## src/rtl/seg_pkg.sv

```systemverilog
// seg_pkg: shared definitions for the seven-segment scan controller.
//   - SEG_DIGITS      : number of multiplexed digits on the board
//   - SEG_NUM_0..F    : active-low glyphs {dp,g,f,e,d,c,b,a}; dp is lit on A-F
//   - SEG_BLANK       : all segments off
//   - scan_state_t    : scan controller state encoding
package seg_pkg;

    localparam int unsigned SEG_DIGITS = 8;

    localparam logic [7:0] SEG_NUM_0 = 8'hC0;
    localparam logic [7:0] SEG_NUM_1 = 8'hF9;
    localparam logic [7:0] SEG_NUM_2 = 8'hA4;
    localparam logic [7:0] SEG_NUM_3 = 8'hB0;
    localparam logic [7:0] SEG_NUM_4 = 8'h99;
    localparam logic [7:0] SEG_NUM_5 = 8'h92;
    localparam logic [7:0] SEG_NUM_6 = 8'h82;
    localparam logic [7:0] SEG_NUM_7 = 8'hF8;
    localparam logic [7:0] SEG_NUM_8 = 8'h80;
    localparam logic [7:0] SEG_NUM_9 = 8'h90;
    localparam logic [7:0] SEG_NUM_A = 8'h08;
    localparam logic [7:0] SEG_NUM_B = 8'h00;
    localparam logic [7:0] SEG_NUM_C = 8'h46;
    localparam logic [7:0] SEG_NUM_D = 8'h40;
    localparam logic [7:0] SEG_NUM_E = 8'h06;
    localparam logic [7:0] SEG_NUM_F = 8'h0E;
    localparam logic [7:0] SEG_BLANK = 8'hFF;

    typedef enum logic {
        IDLE = 1'b0,
        SCAN = 1'b1
    } scan_state_t;

endpackage

```

## src/rtl/seg_hex_decode.sv

```systemverilog
// seg_hex_decode: combinational hex-to-seven-segment decoder.
//   value : 4-bit hex digit
//   blank : 1 forces all segments off
//   glyph : active-low segment pattern {dp,g..a}
module seg_hex_decode
    import seg_pkg::*;
(
    input  logic [3:0] value,
    input  logic       blank,
    output logic [7:0] glyph
);

    always_comb begin
        glyph = SEG_BLANK;
        if (!blank) begin
            unique case (value)
                4'h0: glyph = SEG_NUM_0;
                4'h1: glyph = SEG_NUM_1;
                4'h2: glyph = SEG_NUM_2;
                4'h3: glyph = SEG_NUM_3;
                4'h4: glyph = SEG_NUM_4;
                4'h5: glyph = SEG_NUM_5;
                4'h6: glyph = SEG_NUM_6;
                4'h7: glyph = SEG_NUM_7;
                4'h8: glyph = SEG_NUM_8;
                4'h9: glyph = SEG_NUM_9;
                4'hA: glyph = SEG_NUM_A;
                4'hB: glyph = SEG_NUM_B;
                4'hC: glyph = SEG_NUM_C;
                4'hD: glyph = SEG_NUM_D;
                4'hE: glyph = SEG_NUM_E;
                4'hF: glyph = SEG_NUM_F;
                default: glyph = SEG_BLANK;
            endcase
        end
    end

endmodule

```

## src/rtl/seg_scan_ctrl.sv

```systemverilog
// seg_scan_ctrl: time-division scan controller for the 8-digit display.
//   sys_clk_in / sys_rst : clock, synchronous active-high reset
//   scan_en              : 1 = scanning, 0 = display dark
//   load_valid/ready     : frame handshake; load_digits (8 x 4 bit hex),
//                          load_blank (per-digit blank) sampled on handshake
//   frame_start          : pulse on first pin cycle of the digit-0 slot
//   seg_cs_pin           : one-hot digit select, active-high
//   seg_data_0/1_pin     : active-low segments for digits 0-3 / 4-7
// Optional feature: define SEG_DEAD_TIME_EN to blank the first DEAD_CYCLES
// cycles of every slot (anti-ghosting).
module seg_scan_ctrl
    import seg_pkg::*;
#(
    parameter int unsigned SCAN_DIV    = 100,
    parameter int unsigned DEAD_CYCLES = 10
) (
    input  logic                  sys_clk_in,
    input  logic                  sys_rst,
    input  logic                  scan_en,
    input  logic                  load_valid,
    output logic                  load_ready,
    input  logic [31:0]           load_digits,
    input  logic [SEG_DIGITS-1:0] load_blank,
    output logic                  frame_start,
    output logic [SEG_DIGITS-1:0] seg_cs_pin,
    output logic [7:0]            seg_data_0_pin,
    output logic [7:0]            seg_data_1_pin
);

    localparam int unsigned CW = (SCAN_DIV > 1) ? $clog2(SCAN_DIV) : 1;
    localparam logic [CW-1:0] SLOT_LAST = CW'(SCAN_DIV - 1);

    if (SCAN_DIV < 2 || DEAD_CYCLES >= SCAN_DIV) begin : g_bad_cfg
        $error("seg_scan_ctrl: need SCAN_DIV >= 2 and DEAD_CYCLES < SCAN_DIV");
    end

    scan_state_t           state_q, state_d;
    logic [CW-1:0]         slot_cnt_q, slot_cnt_d;
    logic [2:0]            digit_idx_q, digit_idx_d;
    logic [31:0]           shadow_digits_q, shadow_digits_d;
    logic [SEG_DIGITS-1:0] shadow_blank_q, shadow_blank_d;
    logic [31:0]           disp_digits_q, disp_digits_d;
    logic [SEG_DIGITS-1:0] disp_blank_q, disp_blank_d;
    logic                  load_ready_q, load_ready_d;
    logic [SEG_DIGITS-1:0] cs_q, cs_d;
    logic [7:0]            data0_q, data0_d;
    logic [7:0]            data1_q, data1_d;
    logic                  frame_start_q, frame_start_d;

    logic                  commit;
    logic                  run_now;
    logic                  pins_active;
    logic [3:0]            cur_val;
    logic                  cur_blank;
    logic [7:0]            glyph;

    // State and slot/digit counters; commit marks the edge entering digit 0.
    always_comb begin
        state_d     = state_q;
        slot_cnt_d  = slot_cnt_q;
        digit_idx_d = digit_idx_q;
        commit      = 1'b0;
        unique case (state_q)
            IDLE: begin
                slot_cnt_d  = '0;
                digit_idx_d = '0;
                if (scan_en) begin
                    state_d = SCAN;
                    commit  = 1'b1;
                end
            end
            SCAN: begin
                if (!scan_en) begin
                    state_d     = IDLE;
                    slot_cnt_d  = '0;
                    digit_idx_d = '0;
                end else if (slot_cnt_q == SLOT_LAST) begin
                    slot_cnt_d  = '0;
                    digit_idx_d = digit_idx_q + 3'd1;
                    commit      = (digit_idx_q == 3'd7);
                end else begin
                    slot_cnt_d = slot_cnt_q + CW'(1);
                end
            end
            default: state_d = IDLE;
        endcase
    end

    // Shadow/displayed buffers. load_ready_q doubles as "shadow empty", so an
    // accept (needs ready=1) and a commit (needs ready=0) never coincide.
    always_comb begin
        shadow_digits_d = shadow_digits_q;
        shadow_blank_d  = shadow_blank_q;
        disp_digits_d   = disp_digits_q;
        disp_blank_d    = disp_blank_q;
        load_ready_d    = load_ready_q;
        if (commit && !load_ready_q) begin
            disp_digits_d = shadow_digits_q;
            disp_blank_d  = shadow_blank_q;
            load_ready_d  = 1'b1;
        end else if (load_valid && load_ready_q) begin
            shadow_digits_d = load_digits;
            shadow_blank_d  = load_blank;
            load_ready_d    = 1'b0;
        end
    end

    assign cur_val   = 4'(disp_digits_q >> {digit_idx_q, 2'b00});
    assign cur_blank = disp_blank_q[digit_idx_q];

    seg_hex_decode u_decode (
        .value (cur_val),
        .blank (cur_blank),
        .glyph (glyph)
    );

    // Pins are registered from the current counters; gating with scan_en
    // darkens them on the same edge the state returns to IDLE.
    always_comb begin
        run_now = (state_q == SCAN) && scan_en;
`ifdef SEG_DEAD_TIME_EN
        pins_active = run_now && (slot_cnt_q >= CW'(DEAD_CYCLES));
`else
        pins_active = run_now;
`endif
        cs_d          = '0;
        data0_d       = SEG_BLANK;
        data1_d       = SEG_BLANK;
        frame_start_d = run_now && (slot_cnt_q == '0) && (digit_idx_q == '0);
        if (pins_active) begin
            cs_d = 8'b1 << digit_idx_q;
            if (digit_idx_q[2]) data1_d = glyph;
            else                data0_d = glyph;
        end
    end

    always_ff @(posedge sys_clk_in) begin
        if (sys_rst) begin
            state_q         <= IDLE;
            slot_cnt_q      <= '0;
            digit_idx_q     <= '0;
            shadow_digits_q <= '0;
            shadow_blank_q  <= '0;
            disp_digits_q   <= '0;
            disp_blank_q    <= '1;
            load_ready_q    <= 1'b1;
            cs_q            <= '0;
            data0_q         <= SEG_BLANK;
            data1_q         <= SEG_BLANK;
            frame_start_q   <= 1'b0;
        end else begin
            state_q         <= state_d;
            slot_cnt_q      <= slot_cnt_d;
            digit_idx_q     <= digit_idx_d;
            shadow_digits_q <= shadow_digits_d;
            shadow_blank_q  <= shadow_blank_d;
            disp_digits_q   <= disp_digits_d;
            disp_blank_q    <= disp_blank_d;
            load_ready_q    <= load_ready_d;
            cs_q            <= cs_d;
            data0_q         <= data0_d;
            data1_q         <= data1_d;
            frame_start_q   <= frame_start_d;
        end
    end

    assign load_ready     = load_ready_q;
    assign frame_start    = frame_start_q;
    assign seg_cs_pin     = cs_q;
    assign seg_data_0_pin = data0_q;
    assign seg_data_1_pin = data1_q;

endmodule

```

## config.mk

```make
export PLATFORM = sky130hd
export DESIGN_NAME = seg_scan_ctrl
export DESIGN_NICKNAME = d
export VERILOG_FILES = /design/src/rtl/seg_pkg.sv /design/src/rtl/seg_hex_decode.sv /design/src/rtl/seg_scan_ctrl.sv
export SDC_FILE = /design/constraint.sdc
export NUM_CORES = 1
export LEC_CHECK = 0
export CORE_ASPECT_RATIO = 0.75
export CORE_MARGIN = 1.5
export CORE_UTILIZATION = 50
export DETAILED_ROUTE_END_ITERATION = 8
export PLACE_DENSITY = 0.7
export SYNTH_ARGS = -nofsm -noshare
export SYNTH_HDL_FRONTEND = slang
export SYNTH_SLANG_ARGS = --single-unit
```

## constraint.sdc

```tcl
create_clock -name sys_clk_in -period 2.85 [get_ports sys_clk_in]
set_clock_uncertainty 0.15 [all_clocks]
set_input_delay 0.57 -clock sys_clk_in [delete_from_list [all_inputs] [get_ports sys_clk_in]]
set_output_delay 0.57 -clock sys_clk_in [all_outputs]
set_load 0.005 [all_outputs]
```

== Word-level counts from Yosys, hierarchy flattened ==
Memory sizes are Yosys's and may differ from the RTL's.
Index checks and enable logic that the tools add are counted.
Widths: inputs -> output; s select.
Operators by class
  $add $sub $neg: 2
  order comparisons: 1
  eq/ne operators: 3
  shift-type cells: 2
  multiplexer cells: 13
  bitwise operators: 4
  reduce and logical (&&, ||, !) cells: 13
Operators by type and width (count)
  $shr 32x5->4: 1
  $mux 7: 2
  $pmux 7 s2: 1
  $mux 8: 1
  $shl 1x3->8 const A: 1
  $add 7x1->7 const B: 1
  $eq 7x7->1 const B: 1
  $logic_not 7->1: 1
  $mux 3: 2
  $pmux 3 s2: 1
  $reduce_or 3->1: 2
  $logic_and 1x1->1: 5
  $lt 3x4->1 const B: 1
  $mux 1: 4
  $not 1->1: 4
  $reduce_or 2->1: 2
  $add 3x1->3 const B: 1
  $bmux 1 s3: 1
  $eq 3x3->1 const B: 1
  $logic_not 3->1: 1
  $ne 3x2->1 const B: 1
  $pmux 1 s2: 1
  $reduce_and 2->1: 1
  $logic_not 1->1: 1
Word-level totals
  register bits: 117
  bits in read-only memories: 128
  bits of input ports: 44
  output and inout bits: 26
  logic and storage cells: 51
  memories kept: 1
Memories
  (no name shown): words 16, width 8, read ports 1, clocked after Yosys merged registers in 0, write ports 0, RTL line seg_hex_decode.sv:16  | unique case (value)

== Depth between registers and ports, before layout ==
  word-level depth: 7
  depth in mapped cells: 9

== Modules after synthesis ==
A second synthesis with hierarchy kept.
Second synthesis, totals
  cells, all modules: 637
  area, all modules: 5865.6 µm²
By module, submodules not included
  seg_scan_ctrl: times used 1, cells each 603, area an instance 5570.3 µm², seq. area each 2342.2 µm²
  seg_hex_decode: times used 1, cells each 34, area an instance 295.3 µm², seq. area each 0.0 µm²

== Worst setup path before layout ==
Ideal clock, no wire load.
  path type: register to register
  start point: register digit_idx_q[0]
  end point: register data0_q[3] (netlist: seg_data_0_pin[3])
  setup time: 134 ps
  data arrival time: 2129 ps
  data required time: 2566 ps
  path slack: 437 ps
  cell stages (with the launch flop): 10
  path buffers: 2
  clock period less this slack: 2413 ps
  cells stage by stage: dfxtp_1 buf_6 buf_8 mux4_2 mux2i_1 inv_1 ha_1 inv_1 mux2_4 a22oi_1
On the way
  word-level cells in the longest chain between the ends: 3
RTL lines
  from (decl): RTL line seg_scan_ctrl.sv:39  | logic [2:0] digit_idx_q, digit_idx_d;
  from (signal assigned): RTL line seg_scan_ctrl.sv:154  | digit_idx_q <= digit_idx_d;
  $shr 32x5->4 or $bmux 1 s3 (tied branches): RTL line seg_scan_ctrl.sv:108, seg_scan_ctrl.sv:109
  $mem_v2 16x8 or $mux 1 (tied branches)
  $mux 8 (*): RTL line seg_hex_decode.sv:15  | if (!blank) begin
  to (signal assigned): RTL line seg_scan_ctrl.sv:161  | data0_q <= data0_d;
  to (decl): RTL line seg_scan_ctrl.sv:46  | logic [7:0] data0_q, data0_d;
Every way passes the cells marked *; elsewhere a longest branch is shown, timed or not. The select of a mux whose other input is x is not followed.
A chain may end at the register's enable or synchronous reset.

== Worst setup path in the final report ==
Ends and elaborated chain as after synthesis.

==> results.ini <==
[finish]
filler_cell_count=751
final_common_cell=sky130_fd_sc_hd__dfxtp_1
antenna_cells=0
design.final.nets=642
final_cell_mix=sky130_fd_sc_hd__dfxtp_1 (117), sky130_fd_sc_hd__nand2_1 (88), sky130_fd_sc_hd__a21oi_1 (76)
layoutNonFillerInstCount=726
multi_input_comb_area_um2=2240
synthToLayoutAreaGrowth_pct=27.9
seq_area_um2=2340
layout-drive-gt1-share_pct=10.9

[synth]
synth_fp_nets=583
synth_top_area_share_pct=48.9
synth_area_leaders=sky130_fd_sc_hd__dfxtp_1 (49%), sky130_fd_sc_hd__a21oi_1 (7.9%), sky130_fd_sc_hd__nand2_1 (6.9%)
post_synth_inst_count=526
synth-async-reset-ratio_pct=0
number_of_synthesized_flops_with_an_enable_pin=0
synthDistinctLibCells=42
seq_area_frac_synth_pct=48.9
synth_flop_cell=sky130_fd_sc_hd__dfxtp_1
yosysTopAreaCell=sky130_fd_sc_hd__dfxtp_1
synth_area_per_cell_um2=9.10
synth-seq-cells=117
syn-cell-area_um2=4790
synth-warning-count=0

[clock_tree]
cts_max_level=4
cts_sinks=117
cts_bufs_inserted=17
max-clock-path-buffers=2
ctsResizeCount=0
cts.root.buffer_cell=sky130_fd_sc_hd__clkbuf_16
cts_tree=done
clk_latency_ns=0.41
clk_transition_reported_paths_ns=0.05
postCtsSetupRepairBufs=0
cts.hold.buffers_added=0

[setup_path]
cp_data_arrival_time_ns=2.79
setup.worst_path.class=flop to flop
critical_path.slowest_cell=sky130_fd_sc_hd__mux4_2
crit_path_cell_trace=buf_4 -> mux2_2 -> mux4_2 -> mux2_4 -> a22oi_1
reg_to_reg_critical_path_startpoint=digit_idx_q[0]
crit_path_end_kind=flop
worst_path_dominant_cell_family=multiplexers
critPathMaxStageDelay_ns=0.59
critical_path_required_ns=3.02
cp_num_buf_inv=1
crit_fanout=16
crit_start=digit_idx_q[0]
setup_crit_start_kind=flop

[power_and_ir_drop]
combinationalPowerShare_pct=5.8
share_clk_of_total_power_pct=51.9
power.ir.vdd_worst_v=0.000339
seq_power_share_pct=42.3
static-leakage-power_nw=2.25
power_switching_share_pct=22.2
power.switching_w=0.000901
cell_internal_pwr_w=0.00316
p_per_area_nw_per_um2=663

[global_routing]
grt_overflow=0
grt_max_degree=64
grt_pass1_wl_um=17700
grt_pass1_vias=3669
grt_use_total_pct=22.6
grt_antenna_before_repair=0

[detailed_routing]
drtPass1Iterations=5
detail_route.iter0.violations=310
post-route-drc-count=0
avgRoutedWirePerCell_um=14.8
detail-route-antenna-nets=0
viasPerCell=5.37
drt_wl_total_um=10700
route.vias.total=3896

[timing]
fin_crit_sh_pct=92.0
tightest_slew_ns=0.643
tns_ns=0
timing.slew.headroom_pct=57.1
timing.hold.ws_ns=0.307
hold_violations=0
drv_slew=0
setup_violators_final=0
timing.fmax_mhz=381
fin_crit_ns=2.62
grt_setup_unrepaired=no

[die]
floorplan.initialDensity_pct=52.3
design.portCount=70
die_outline_area_um2=10200
coreArea_um2=9160
fp.dieW_um=116
floorplan.die.height_um=87.8
rows=30

[place]
cell_count_post_placement=694
detailedPlacementHpwl_um=7140
buffer_ports.inserted=69
place.gp.congestion=0.870

[min_path]
hp-class=flop to flop
min-delay-start=shadow_digits_q[25]

[status]
run_status=finished clean

[job]
maxCapViolations=0

worst register-to-register path, delay by kind of cell, from the launching register on:
kind,cells,cell delay (ns)
AO/OA/AOI/OAI,1,0.21
buffers and inverters,1,0.32
multiplexers,3,1.30
flip-flops,1,0.54
per-layer routing:
metal	up-vias	wire length [um]	track usage, %	share of wire (%)
met1	1818	5150	30.7	48
met4	0	208	9.87	1.9
li1	1955	-	-	-
met2	108	4810	34.5	45
met3	15	549	5.61	5.1
met5	-	0	0	0
worst paths after layout:
kind / endpoint / slack, ns / cells after the start
worst min-delay path: shadow_digits_q[25] / 0.31 / 2
worst max-delay path: seg_data_0_pin[3] / 0.23 / 5
worst min register to register: shadow_digits_q[25] / 0.31 / 2
worst max register to register: seg_data_0_pin[3] / 0.23 / 5
sequential cells by signal, summed over array words and instances (netlist names):
name and count:
disp_digits_q 32, shadow_digits_q 32, disp_blank_q 8, seg_cs_pin 8
seg_data_0_pin 8, seg_data_1_pin 8, shadow_blank_q 8, slot_cnt_q 7
digit_idx_q 3, frame_start 1, load_ready 1, state_q 1
synthesized netlist by cell type, drive strengths merged, types with 5 or more instances:
cell and instances:
dfxtp 117, nand2 89, a21oi 76, nand3 42
o21ai 41, clkbuf 29, ha 13, mux2i 13
and3 12, nor2 12, inv 11, mux2 11
buf 9, mux4 9, a211o 8, and2 5
nor3 5
area by class of cell:
type	count	area share, %
clock inverter	14	2.63
multi-input combinational	360	36.5
tap	128	2.61
timing repair buffer	78	12.3
sequential	117	38.2
clock buffer	18	7.01
inverter	11	0.674
kinds of logic after synthesis:
logic type                 synth area share (%)
AOI/OAI and AO/OA                          15.1
xor gates and xnor gates                   1.10
adders and majority gates                  3.40
buffers and inverters                      4.73
DFF                                        48.9
muxes                                      10.1
and+or+nand+nor                            16.6
through the flow:
step / setup slack (ns) / utilization, % / cell area, um2 / power, W
after global placement: 0.226 / 60.4 / 5530 / 0.00198
after CTS: 0.0940 / 66.8 / 6120 / 0.00409
after detailed placement: 0.140 / 60.4 / 5530 / 0.00199
after floorplan: 0.437 / - / 4790 / 0.00188
after global routing: 0.0223 / 66.9 / 6130 / 0.00419
final: 0.228 / 66.9 / 6130 / 0.00406
power groups by stage:
stage	sequential, W	clock, W	combinational (W)
4_1_cts	0.00172	0.00214	0.000236
2_1_floorplan	0.00174	0	0.000138
6_report	0.00172	0.00211	0.000235
3_5_place_dp	0.00175	0	0.000234
5_1_grt	0.00172	0.00221	0.000261
3_3_place_gp	0.00175	0	0.000228
(Power assumes the default switching activity.)
